[src/rtl/obi_cache_master.sv]
// OBI master front-end for a key/value cache: turns local GET/PUT commands into
// single outstanding OBI transactions with a bounded response wait.
module obi_cache_master #(
    parameter int unsigned ARCHITECTURE   = 64,
    parameter int unsigned TIMEOUT_CYCLES = 16
) (
    input  logic                        clk,
    input  logic                        rst,
    input  logic                        cmd_valid_i,
    output logic                        cmd_ready_o,
    input  logic                        cmd_write_i,
    input  logic [ARCHITECTURE-1:0]     cmd_key_i,
    input  logic [2*ARCHITECTURE-1:0]   cmd_wdata_i,
    output logic                        obi_req_o,
    output logic                        obi_we_o,
    output logic [ARCHITECTURE-1:0]     obi_addr_o,
    output logic [2*ARCHITECTURE-1:0]   obi_wdata_o,
    input  logic                        obi_gnt_i,
    input  logic                        obi_rvalid_i,
    input  logic [2*ARCHITECTURE-1:0]   obi_rdata_i,
    input  logic                        obi_err_i,
    output logic                        obi_rready_o,
    output logic                        rsp_valid_o,
    input  logic                        rsp_ready_i,
    output logic [2*ARCHITECTURE-1:0]   rsp_rdata_o,
    output logic                        rsp_err_o,
    output logic                        rsp_timeout_o
);

    localparam int unsigned KEY_WIDTH   = ARCHITECTURE;
    localparam int unsigned VALUE_WIDTH = 2 * ARCHITECTURE;
    localparam int unsigned CNT_W       = (TIMEOUT_CYCLES > 0) ? $clog2(TIMEOUT_CYCLES + 1) : 1;
    localparam bit          TO_EN       = (TIMEOUT_CYCLES != 0);
    localparam logic [CNT_W-1:0] CNT_LAST = CNT_W'((TIMEOUT_CYCLES > 0) ? TIMEOUT_CYCLES - 1 : 0);
    localparam logic [CNT_W-1:0] CNT_MAX  = '1;

    localparam logic [1:0] IDLE     = 2'd0;
    localparam logic [1:0] REQ      = 2'd1;
    localparam logic [1:0] WAIT_RSP = 2'd2;
    localparam logic [1:0] RSP      = 2'd3;

    logic [1:0]             state_q;
    logic [1:0]             state_d;
    logic                   we_q;
    logic [KEY_WIDTH-1:0]   key_q;
    logic [VALUE_WIDTH-1:0] wdata_q;
    logic [CNT_W-1:0]       cnt_q;
    logic [VALUE_WIDTH-1:0] rdata_q;
    logic                   err_q;
    logic                   timeout_q;
    logic                   timeout_hit;

    always_comb begin
        state_d     = state_q;
        timeout_hit = TO_EN && (cnt_q == CNT_LAST);
        case (state_q)
            IDLE:     if (cmd_valid_i) state_d = REQ;
            REQ:      if (obi_gnt_i) state_d = WAIT_RSP;
            WAIT_RSP: if (obi_rvalid_i || timeout_hit) state_d = RSP;
            RSP:      if (rsp_ready_i) state_d = IDLE;
            default:  state_d = IDLE;
        endcase
    end

    always_ff @(posedge clk or posedge rst) begin
        if (rst) begin
            state_q   <= IDLE;
            we_q      <= 1'b0;
            key_q     <= '0;
            wdata_q   <= '0;
            cnt_q     <= '0;
            rdata_q   <= '0;
            err_q     <= 1'b0;
            timeout_q <= 1'b0;
        end else begin
            state_q <= state_d;
            if (state_q == IDLE && cmd_valid_i) begin
                we_q    <= cmd_write_i;
                key_q   <= cmd_key_i;
                wdata_q <= cmd_wdata_i;
            end
            // Held at zero throughout REQ so the first WAIT_RSP cycle sees 0.
            if (state_q == REQ) begin
                cnt_q <= '0;
            end else if (state_q == WAIT_RSP && cnt_q != CNT_MAX) begin
                cnt_q <= cnt_q + 1'b1;
            end
            if (state_q == WAIT_RSP) begin
                if (obi_rvalid_i) begin
                    rdata_q   <= we_q ? '0 : obi_rdata_i;
                    err_q     <= obi_err_i;
                    timeout_q <= 1'b0;
                end else if (timeout_hit) begin
                    rdata_q   <= '0;
                    err_q     <= 1'b1;
                    timeout_q <= 1'b1;
                end
            end
        end
    end

    assign cmd_ready_o   = (state_q == IDLE) && !rst;
    assign obi_req_o     = (state_q == REQ);
    assign obi_we_o      = (state_q == REQ) && we_q;
    assign obi_addr_o    = key_q;
    assign obi_wdata_o   = wdata_q;
    assign obi_rready_o  = (state_q == WAIT_RSP);
    assign rsp_valid_o   = (state_q == RSP);
    assign rsp_rdata_o   = rdata_q;
    assign rsp_err_o     = err_q;
    assign rsp_timeout_o = timeout_q;

endmodule

[config.mk]
export PLATFORM = sky130hd
export DESIGN_NAME = obi_cache_master
export DESIGN_NICKNAME = d
export VERILOG_FILES = /design/src/rtl/obi_cache_master.sv
export SDC_FILE = /design/constraint.sdc
export NUM_CORES = 1
export LEC_CHECK = 0
export CORE_AREA = 5 5 252 254
export DETAILED_ROUTE_END_ITERATION = 10
export DIE_AREA = 0 0 257 259
export PLACE_DENSITY = 0.47
export SLEW_MARGIN = 40
export SYNTH_ARGS = -nofsm -noshare
export SYNTH_HDL_FRONTEND = slang
export SYNTH_SLANG_ARGS = --single-unit
[constraint.sdc]
create_clock -name clk -period 25.3 [get_ports clk]
set_input_delay 2.53 -clock clk [delete_from_list [all_inputs] [get_ports clk]]
set_output_delay 2.53 -clock clk [all_outputs]
set_load 0.02 [all_outputs]
==> Flow_metrics.wiki, run 1 <==
{| class="wikitable"
! Metric !! Value
|-
| CTS tree || yes
|-
| Share of synthesized area occupied by flip-flops and latches || 0.646
|-
| Pin count of the biggest net entering global routing || 157
|-
| First-pass GRT wire length || 70600 um
|-
| Post-Layout Inst Area || 21500 um2
|-
| Setup repair after global routing missed its margin || false
|-
| Post-detailed-placement cell area || 20100 um2
|-
| Via count normalized by instance count || 3.97
|-
| R2r endpoint || obi_wdata_o[116]
|-
| Critical path, cell by cell || clkdlybuf4s50_1 -> nor2b_1 -> clkdlybuf4s50_1
|-
| Starting DRT DRC Count || 503
|-
| Cells after Synth || 1016
|-
| Minimum clock period || 6460 ps
|-
| Vertical extent of the die || 259 um
|-
| Floorplan row count || 91
|-
| Number of cells after detailed placement || 2406
|-
| Number of failing setup endpoints in the final timing report || 0
|-
| Pwr Total || 2780 uW
|-
| Max Buffers Root-to-Sink || 3
|-
| Final max-slew violation count || 0
|-
| Final HPWL from detailed placement || 36100 um
|-
| Largest driver fanout on the critical path || 2
|-
| LEAKAGE || 0.00887 uW
|-
| Synthesis-stage register bit count || 330
|-
| Initial core utilization || 0.209
|-
| Ratio of total power to cell area || 129 nW/um2
|-
| Share of the clock period used by the worst path after layout || 0.255
|-
| Skew final || 15.9 ps
|-
| Library cell appearing most often on the critical path || sky130_fd_sc_hd__clkdlybuf4s50_1
|-
| Share of final-layout standard cells stronger than drive strength 1 || 0.162
|-
| Critical path origin || rst
|-
| Depth of the CTS H-tree || 2
|-
| Relative slew slack || 0.482
|-
| Final layout net count || 1997
|-
| Number of vias after detailed routing || 9871
|-
| Highest-count cells in the layout ignoring fill and taps || 654 x sky130_fd_sc_hd__clkdlybuf4s50_1, 330 x sky130_fd_sc_hd__dfrtp_1, 258 x sky130_fd_sc_hd__nand2_1
|-
| Slew @ Worst Pin || 777 ps
|-
| Cts repair resizes || 0
|-
| Final hold violation count || 0
|-
| Number of flops mapped to enable cells by yosys || 0
|-
| Flop-to-flop setup slack || 22040 ps
|-
| Skew-Pair Late Insertion Delay || 540 ps
|-
| YS warnings || 0
|-
| IR Drop Worst-Case VDD || 69.9 uV
|-
| Worst Setup Path Type || in2out
|-
| Clock transition time at the flip-flop clock pins of the worst setup and hold paths || 50 ps
|-
| Result of the run || finished clean
|-
| Inserted Clock Buffers || 43
|-
| Post-CTS Hold Buffers || 0
|-
| Number of setup buffers added after CTS || 0
|-
| Worst slack at placement || 18830 ps
|-
| Number of DRC violations after detailed routing || 0
|-
| Avg Inst Size Synth || 12.6 um2
|-
| Area of the die || 66600 um2
|-
| Worst Setup EP || cmd_ready_o
|-
| Total buffers and inverters traversed by the critical path || 2
|-
| Proportion of register bits with asynchronous set or reset after synthesis || 1.00
|-
| Iteration count of the initial detailed-routing pass || 5
|-
| Count of antenna-violating nets left after detailed routing || 0
|-
| GRT overflow || 0
|-
| Number of maximum-capacitance violations || 0
|-
| Instance count along the most critical hold path || 2
|-
| Routability-driven placement congestion ratio || 0.806
|-
| Core region area || 61000 um2
|-
| Buffer cell driving the clock tree root || sky130_fd_sc_hd__clkbuf_16
|-
| Port Buffers || 654
|-
| Leading cell type in the layout, fill and taps excluded || sky130_fd_sc_hd__clkdlybuf4s50_1
|-
| Highest achievable clock rate || 0.155 GHz
|-
| Global-route total usage across every layer || 0.138
|-
| Final setup TNS || 0 ps
|-
| Endpoint type of the worst setup path || primary output
|-
| Vias in the first global route || 10500
|-
| Post-synth top flop || sky130_fd_sc_hd__dfrtp_1
|-
| Crit-path max cell delay || 630 ps
|-
| Worst path depth || 3
|-
| Clk sink count || 330
|-
| Num ports || 655
|-
| Depth of the worst register-to-register path || 6
|-
| Distinct cells, synth || 28
|-
| DRT Wirelength || 48500 um
|-
| Netlist area before placement || 12800 um2
|-
| Worst setup slack after layout || 18840 ps
|-
| Kind of cell adding the most delay to the critical path || buffers and inverters
|-
| Overall die width || 257 um
|-
| WP data required || 22770 ps
|-
| Number of non-filler instances in the completed layout || 2489
|-
| Origin of the critical flop-to-flop path || state_q[0]
|-
| Kind of launch point of the worst setup path || input pin
|-
| Path type of the worst min-delay path || reg2reg
|-
| Nets in the synthesized netlist || 1352
|-
| Average wire per standard cell || 19.5 um
|-
| Area added between synthesis and finish || 68.3%
|-
| Number of antenna violations at the first check in global routing || 8
|-
| Cell type of the slowest stage on the worst timing path || sky130_fd_sc_hd__clkdlybuf4s50_1
|-
| Critical path data arrival time || 3930 ps
|}
[stage by stage]
step | hold WS, ps | utilization
3_5_place_dp | 470 | 0.330
2_1_floorplan | 486 | -
3_3_place_gp | 462 | 0.328
6_report | 472 | 0.352
4_1_cts | 482 | 0.352
5_1_grt | 497 | 0.352
[final cells by class]
| type | instances | area [um2] |
|---|---|---|
| Clock inverter | 10 | 86.3 |
| Multi-Input combinational cell | 619 | 4140 |
| Timing Repair Buffer | 663 | 6700 |
| Clock buffer | 66 | 1280 |
| Tap cell | 790 | 988 |
| Sequential cell | 330 | 8260 |
| Fill cell | 6116 | 39500 |
| Antenna cell | 7 | 17.5 |
| Inverter | 4 | 27.5 |
[worst min path at each step]
| stage | startpoint | endpoint | slack (ps) |
|---|---|---|---|
| final | rsp_rdata_o[94] | rsp_rdata_o[94] | 470 |
| after global routing | rsp_rdata_o[117] | rsp_rdata_o[117] | 500 |
| after CTS | rsp_rdata_o[94] | rsp_rdata_o[94] | 480 |
| after detailed placement | rsp_rdata_o[94] | rsp_rdata_o[94] | 470 |
| after global placement | rsp_rdata_o[111] | rsp_rdata_o[111] | 460 |
| after floorplan | we_q | we_q | 490 |
[power breakdown]
part | switching, uW | total, uW | internal, uW
Sequential | 123 | 888 | 766
Combinational | 658 | 1300 | 640
Clock | 237 | 595 | 358
[cells in the mapped netlist (all sizes together), types with 3 or more instances]
cell type | number | area, um2
buf | 51 | 338
dfrtp | 330 | 8260
and2b | 3 | 23.8
inv | 4 | 15.0
nor2 | 7 | 26.3
clkbuf | 12 | 45.0
nand2 | 259 | 972
nor2b | 5 | 31.3
ha | 8 | 100
o21ai | 131 | 667
mux2 | 195 | 2200
[state kept, by name (all words and copies together) (netlist names)]
name	flops
obi_addr_o	64
cnt_q	5
rsp_timeout_o	1
rsp_rdata_o	128
we_q	1
state_q	2
rsp_err_o	1
obi_wdata_o	128
[layer usage]
layer / wire, um / GRT usage / vias up
met5: 13 / 0 / -
met4: 1110 / 0.0456 / 2
met3: 3130 / 0.0428 / 67
met2: 26300 / 0.254 / 288
met1: 17900 / 0.152 / 4828
li1: - / - / 4686
[cell families after synthesis]
logic type / after synthesis / synth area share
xor gates and xnor gates: 2 / 0.00137
buffers and inverters: 67 / 0.0311
and+or+nand+nor: 279 / 0.0849
muxes: 196 / 0.173
adders and majority gates: 8 / 0.00784
DFF: 330 / 0.646
AOI/OAI and AO/OA: 134 / 0.0556
[worst reg2reg max path, cell delays in order (launching register included)]
cell                      delay, ps
sky130_fd_sc_hd__dfrtp_1        400
sky130_fd_sc_hd__inv_1          100
sky130_fd_sc_hd__ha_1           310
sky130_fd_sc_hd__nand2_8        450
sky130_fd_sc_hd__buf_4          720
sky130_fd_sc_hd__buf_6          700
sky130_fd_sc_hd__mux2_2         460
No activity file was read; power rests on OpenSTA's default activity.
==> run 2: changes to the inputs <==
Settings changed: CORE_AREA 5 5 252 254 to 5 5 254 256, DIE_AREA 0 0 257 259 to 0 0 259 261, PLACE_DENSITY 0.47 to 0.46.
Clock period 25.3 ns to 6.55 ns, I/O delays scaled along.
==> Flow_metrics.wiki, run 2 (same netlist as run 1, synthesis figures left out) <==
{| class="wikitable"
! Metric !! Value
|-
| Kind of launch point of the worst setup path || flop
|-
| Final max-slew violation count || 0
|-
| GRT overflow || 0
|-
| Post-layout util || 0.347
|-
| Count of inserted antenna diode cells || 0
|-
| Net switching power || 3940 uW
|-
| Overall die width || 259 um
|-
| Number of failing setup endpoints in the final timing report || 0
|-
| Pin count of the biggest net entering global routing || 215
|-
| Final setup TNS || 0 ps
|-
| Number of DRC violations after detailed routing || 0
|-
| Area of the die || 67600 um2
|-
| Largest driver fanout on the critical path || 9
|-
| Share of final-layout standard cells stronger than drive strength 1 || 0.163
|-
| Part of the power in the clock network || 0.213
|-
| Core region area || 62300 um2
|-
| Iteration count of the initial detailed-routing pass || 4
|-
| Worst Setup Path Type || reg2out
|-
| Inserted Clock Buffers || 43
|-
| Number of setup buffers added after CTS || 0
|-
| Floorplan row count || 92
|-
| Skew final || 20.5 ps
|-
| Initial core utilization || 0.205
|-
| Minimum clock period || 2930 ps
|-
| Depth of the worst register-to-register path || 8
|-
| WP data required || 5890 ps
|-
| Count of antenna-violating nets left after detailed routing || 0
|-
| Number of antenna violations at the first check in global routing || 2
|-
| Area added between synthesis and finish || 69.3%
|-
| CTS tree || yes
|-
| Endpoint type of the worst setup path || primary output
|-
| Worst hold slack || 477 ps
|-
| Final layout net count || 2000
|-
| Ratio of total power to cell area || 498 nW/um2
|-
| Vias in the first global route || 10600
|-
| Highest achievable clock rate || 0.341 GHz
|-
| Result of the run || finished clean
|-
| Leading cell type in the layout, fill and taps excluded || sky130_fd_sc_hd__clkdlybuf4s50_1
|-
| Reg power frac || 0.320
|-
| Number of vias after detailed routing || 9905
|-
| LEAKAGE || 0.00891 uW
|-
| Skew-Pair Late Insertion Delay || 560 ps
|-
| Max Buffers Root-to-Sink || 3
|-
| Starting DRT DRC Count || 384
|-
| Relative slew slack || 0.548
|-
| Depth of the CTS H-tree || 2
|-
| Routability-driven placement congestion ratio || 0.772
|-
| Instance count along the most critical hold path || 2
|-
| Clock transition time at the flip-flop clock pins of the worst setup and hold paths || 50 ps
|-
| DRT Wirelength || 48300 um
|-
| Average wire per standard cell || 19.0 um
|-
| Number of fillers in the final layout || 6269
|-
| Via count normalized by instance count || 3.90
|-
| Power share of the combinational group || 0.466
|-
| Slew @ Worst Pin || 678 ps
|-
| Final HPWL from detailed placement || 36400 um
|-
| Vertical extent of the die || 261 um
|-
| Port Buffers || 654
|-
| Net switching share of the total power || 0.366
|-
| Path type of the worst min-delay path || reg2reg
|-
| Share of the clock period used by the worst path after layout || 0.448
|-
| P_int || 6820 uW
|-
| Num ports || 655
|-
| Highest-count cells in the layout ignoring fill and taps || 654 x sky130_fd_sc_hd__clkdlybuf4s50_1, 330 x sky130_fd_sc_hd__dfrtp_1, 258 x sky130_fd_sc_hd__nand2_1
|-
| Post-CTS Hold Buffers || 0
|-
| Global-route total usage across every layer || 0.135
|-
| Cts repair resizes || 0
|-
| Number of maximum-capacitance violations || 0
|-
| Clk sink count || 330
|-
| IR Drop Worst-Case VDD || 233 uV
|-
| First-pass GRT wire length || 69900 um
|-
| Buffer cell driving the clock tree root || sky130_fd_sc_hd__clkbuf_16
|-
| Setup repair after global routing missed its margin || false
|-
| Final hold violation count || 0
|-
| Critical path data arrival time || 2280 ps
|}
-- run 2: changes by cell type in the layout (fill, tap and decap cells not counted), sizes merged --
cell,change
diode,-7
buf,+3
clkbuf,+1
inv,-1
clkinvlp,+2
-- run 2: worst paths after layout --
| kind | start | endpoint | slack, ps |
|---|---|---|---|
| max | state_q[1] | obi_we_o | 3620 |
| min | rsp_rdata_o[96] | rsp_rdata_o[96] | 480 |
| max reg2reg | cnt_q[0] | rsp_rdata_o[0] | 3740 |
| min reg2reg | rsp_rdata_o[96] | rsp_rdata_o[96] | 480 |
| max in group asynchronous | rst | rsp_rdata_o[12] | 4660 |
| min in group asynchronous | rst | obi_wdata_o[29] | 530 |
-- run 2: power groups by stage --
stage	Clock, uW	Sequential, uW	Combinational [uW]
3_3_place_gp	0	3450	5060
5_1_grt	2490	3570	5310
4_1_cts	2410	3460	5110
2_1_floorplan	0	4530	1410
3_5_place_dp	0	3480	5090
6_report	2300	3450	5020
-- run 2: worst max-delay path: stages, from the launching register on --
cell	delay (ps)
sky130_fd_sc_hd__dfrtp_1	410
sky130_fd_sc_hd__inv_1	110
sky130_fd_sc_hd__ha_1	400
sky130_fd_sc_hd__and2_1	180
sky130_fd_sc_hd__clkdlybuf4s50_1	640
-- run 2: routing by layer --
metal,GRT usage,share of wire
met1,0.150,0.36
met3,0.0410,0.071
met5,0,0.00027
met4,0.0376,0.022
met2,0.250,0.54
-- run 2: cell type report --
| class | instances | area [um2] | share of cell area |
|---|---|---|---|
| clock buffers | 67 | 1280 | 0.0591 |
| well taps | 846 | 1060 | 0.0489 |
| clock inverters | 11 | 108 | 0.00497 |
| repair buffers | 666 | 6780 | 0.314 |
| flip-flops and latches | 330 | 8260 | 0.382 |
| inverters | 4 | 18.8 | 0.000868 |
| multi-input cells | 619 | 4130 | 0.191 |
-- run 2: per-stage QoR --
stage,instances,total power [uW],instance area [um2],setup slack (ps)
2_1_floorplan,1016,5940,12800,1490
3_3_place_gp,2460,8500,20100,3620
3_5_place_dp,2463,8570,20200,3580
4_1_cts,2541,11000,21600,3540
5_1_grt,2543,11400,21600,3460
6_report,2543,10800,21600,3620
==> run 3: changes to the inputs <==
Settings changed: CORE_AREA 5 5 254 256 to 5 5 252 254, DIE_AREA 0 0 259 261 to 0 0 257 259, PLACE_DENSITY 0.46 to 0.49.
Clock period 6.55 ns to 2.4 ns, I/O delays scaled along.
==> Flow_metrics.wiki, run 3 (same netlist as run 1, synthesis figures left out) <==
{| class="wikitable"
! Metric !! Value
|-
| Depth of the CTS H-tree || 2
|-
| Number of antenna violations at the first check in global routing || 0
|-
| Overall die width || 257 um
|-
| Core region area || 61000 um2
|-
| P_int || 18600 uW
|-
| Critical path data arrival time || 2020 ps
|-
| Minimum clock period || 2260 ps
|-
| Highest-count cells in the layout ignoring fill and taps || 651 x sky130_fd_sc_hd__clkdlybuf4s50_1, 330 x sky130_fd_sc_hd__dfrtp_1, 258 x sky130_fd_sc_hd__nand2_1
|-
| Kind of launch point of the worst setup path || flop
|-
| Clock transition time at the flip-flop clock pins of the worst setup and hold paths || 60 ps
|-
| First-pass GRT wire length || 71400 um
|-
| Total buffers and inverters traversed by the critical path || 2
|-
| Share of final-layout standard cells stronger than drive strength 1 || 0.171
|-
| Endpoint type of the worst setup path || primary output
|-
| Average wire per standard cell || 19.1 um
|-
| Max Buffers Root-to-Sink || 3
|-
| Pwr Total || 29300 uW
|-
| Ratio of total power to cell area || 1350 nW/um2
|-
| DRT Wirelength || 47800 um
|-
| Power share of the combinational group || 0.473
|-
| Number of DRC violations after detailed routing || 0
|-
| Buffer cell driving the clock tree root || sky130_fd_sc_hd__clkbuf_16
|-
| Num ports || 655
|-
| Worst slack at placement || 390 ps
|-
| Worst setup slack after layout || 136 ps
|-
| GRT overflow || 0
|-
| CTS tree || yes
|-
| Number of cells after detailed placement || 2435
|-
| Largest driver fanout on the critical path || 9
|-
| Net switching power || 10700 uW
|-
| Count of inserted antenna diode cells || 0
|-
| Path type of the worst min-delay path || in2reg
|-
| Final max-slew violation count || 0
|-
| Final layout net count || 2025
|-
| Relative slew slack || 0.739
|-
| Net switching share of the total power || 0.364
|-
| Share of the clock period used by the worst path after layout || 0.943
|-
| Count of antenna-violating nets left after detailed routing || 0
|-
| Pin count of the biggest net entering global routing || 67
|-
| Leading cell type in the layout, fill and taps excluded || sky130_fd_sc_hd__clkdlybuf4s50_1
|-
| Clk sink count || 330
|-
| Number of failing setup endpoints in the final timing report || 0
|-
| Initial core utilization || 0.209
|-
| Iteration count of the initial detailed-routing pass || 5
|-
| Final hold violation count || 0
|-
| Inserted Clock Buffers || 41
|-
| Vias in the first global route || 10700
|-
| Critical path, cell by cell || inv_1 -> ha_2 -> clkdlybuf4s50_1
|-
| Setup repair after global routing missed its margin || false
|-
| Floorplan row count || 91
|-
| Final HPWL from detailed placement || 37200 um
|-
| Skew-Pair Late Insertion Delay || 550 ps
|-
| Crit-path max cell delay || 680 ps
|-
| WP data required || 2160 ps
|-
| Port Buffers || 654
|-
| Number of maximum-capacitance violations || 0
|-
| Number of non-filler instances in the completed layout || 2505
|-
| Cell type of the slowest stage on the worst timing path || sky130_fd_sc_hd__clkdlybuf4s50_1
|-
| Global-route total usage across every layer || 0.138
|-
| Skew final || 13.5 ps
|-
| LEAKAGE || 0.00902 uW
|-
| Via count normalized by instance count || 3.97
|-
| Starting DRT DRC Count || 434
|-
| Worst Setup Path Type || reg2out
|-
| Area added between synthesis and finish || 70.1%
|-
| Vertical extent of the die || 259 um
|-
| IR Drop Worst-Case VDD || 614 uV
|-
| Number of setup buffers added after CTS || 0
|-
| Post-layout util || 0.356
|-
| Kind of cell adding the most delay to the critical path || buffers and inverters
|-
| Reg power frac || 0.322
|-
| Number of vias after detailed routing || 9955
|-
| Slew @ Worst Pin || 391 ps
|-
| Result of the run || finished clean
|-
| Highest achievable clock rate || 0.442 GHz
|-
| Part of the power in the clock network || 0.205
|-
| Routability-driven placement congestion ratio || 0.807
|-
| Area of the die || 66600 um2
|}
[run 3: cell types whose count changed in the layout (fill, tap and decap cells not counted), moves of 3 or more]
| cell | delta |
|---|---|
| sky130_fd_sc_hd__dlygate4sd2_1 | +3 |
| sky130_fd_sc_hd__clkdlybuf4s50_1 | -3 |
| sky130_fd_sc_hd__clkinv_2 | -3 |
| sky130_fd_sc_hd__buf_12 | +12 |
| sky130_fd_sc_hd__buf_16 | -4 |
| sky130_fd_sc_hd__buf_4 | +19 |
[run 3: metal layers]
layer,vias up,global-route usage,wire [um]
met1,4848,0.158,18100
li1,4726,-,-
met2,316,0.249,25100
met5,-,0,0
met4,0,0.0385,1190
met3,65,0.0452,3420
[run 3: final timing paths]
path	from	to	slack, ps	cells past startpoint
setup / recovery	state_q[1]	obi_req_o	140	3
hold / removal	obi_rdata_i[29]	rsp_rdata_o[29]	230	3
setup reg to reg	cnt_q[0]	rsp_rdata_o[120]	410	7
hold reg to reg	rsp_rdata_o[53]	rsp_rdata_o[53]	480	2
max in group asynchronous	rst	obi_wdata_o[21]	930	5
min in group asynchronous	rst	state_q[1]	590	3
[run 3: per-stage QoR]
stage | cell area [um2] | hold WS [ps] | TNS (ps)
after global placement | 20400 | 462 | 0
after CTS | 21700 | 177 | 0
final | 21700 | 229 | 0
after floorplan | 12800 | 331 | -741400
after detailed placement | 20400 | 471 | 0
after global routing | 21700 | 187 | 0
[run 3: power groups by stage]
| stage | Combinational (uW) | Clock [uW] | Sequential [uW] |
|---|---|---|---|
| finish | 13900 | 6020 | 9430 |
| global placement | 14000 | 0 | 9420 |
| detailed placement | 14100 | 0 | 9510 |
| floorplan | 3850 | 0 | 12400 |
| global route | 14700 | 6530 | 9780 |
| CTS | 14100 | 6290 | 9450 |
[run 3: repair_timing]
action | 4_1_cts | 5_1_grt
setup endpoints to repair | 4 | 0
gates resized for setup | 4 | 0
hold endpoints to repair | 8 | 0
hold buffers | 1 | 0
[run 3: cell type report]
class | instances | area, um2
clock buffer | 65 | 1240
inverter | 4 | 18.8
fill | 6107 | 39300
timing repair buffer | 693 | 7050
sequential | 330 | 8260
multi-input combinational | 619 | 4130
tap | 790 | 988
clock inverter | 4 | 48.8
[run 3: tightest hold or removal path, cell delays in order]
cell                              delay [ps]
sky130_fd_sc_hd__clkdlybuf4s50_1         390
sky130_fd_sc_hd__nand2_1                  50
sky130_fd_sc_hd__o21ai_1                  50
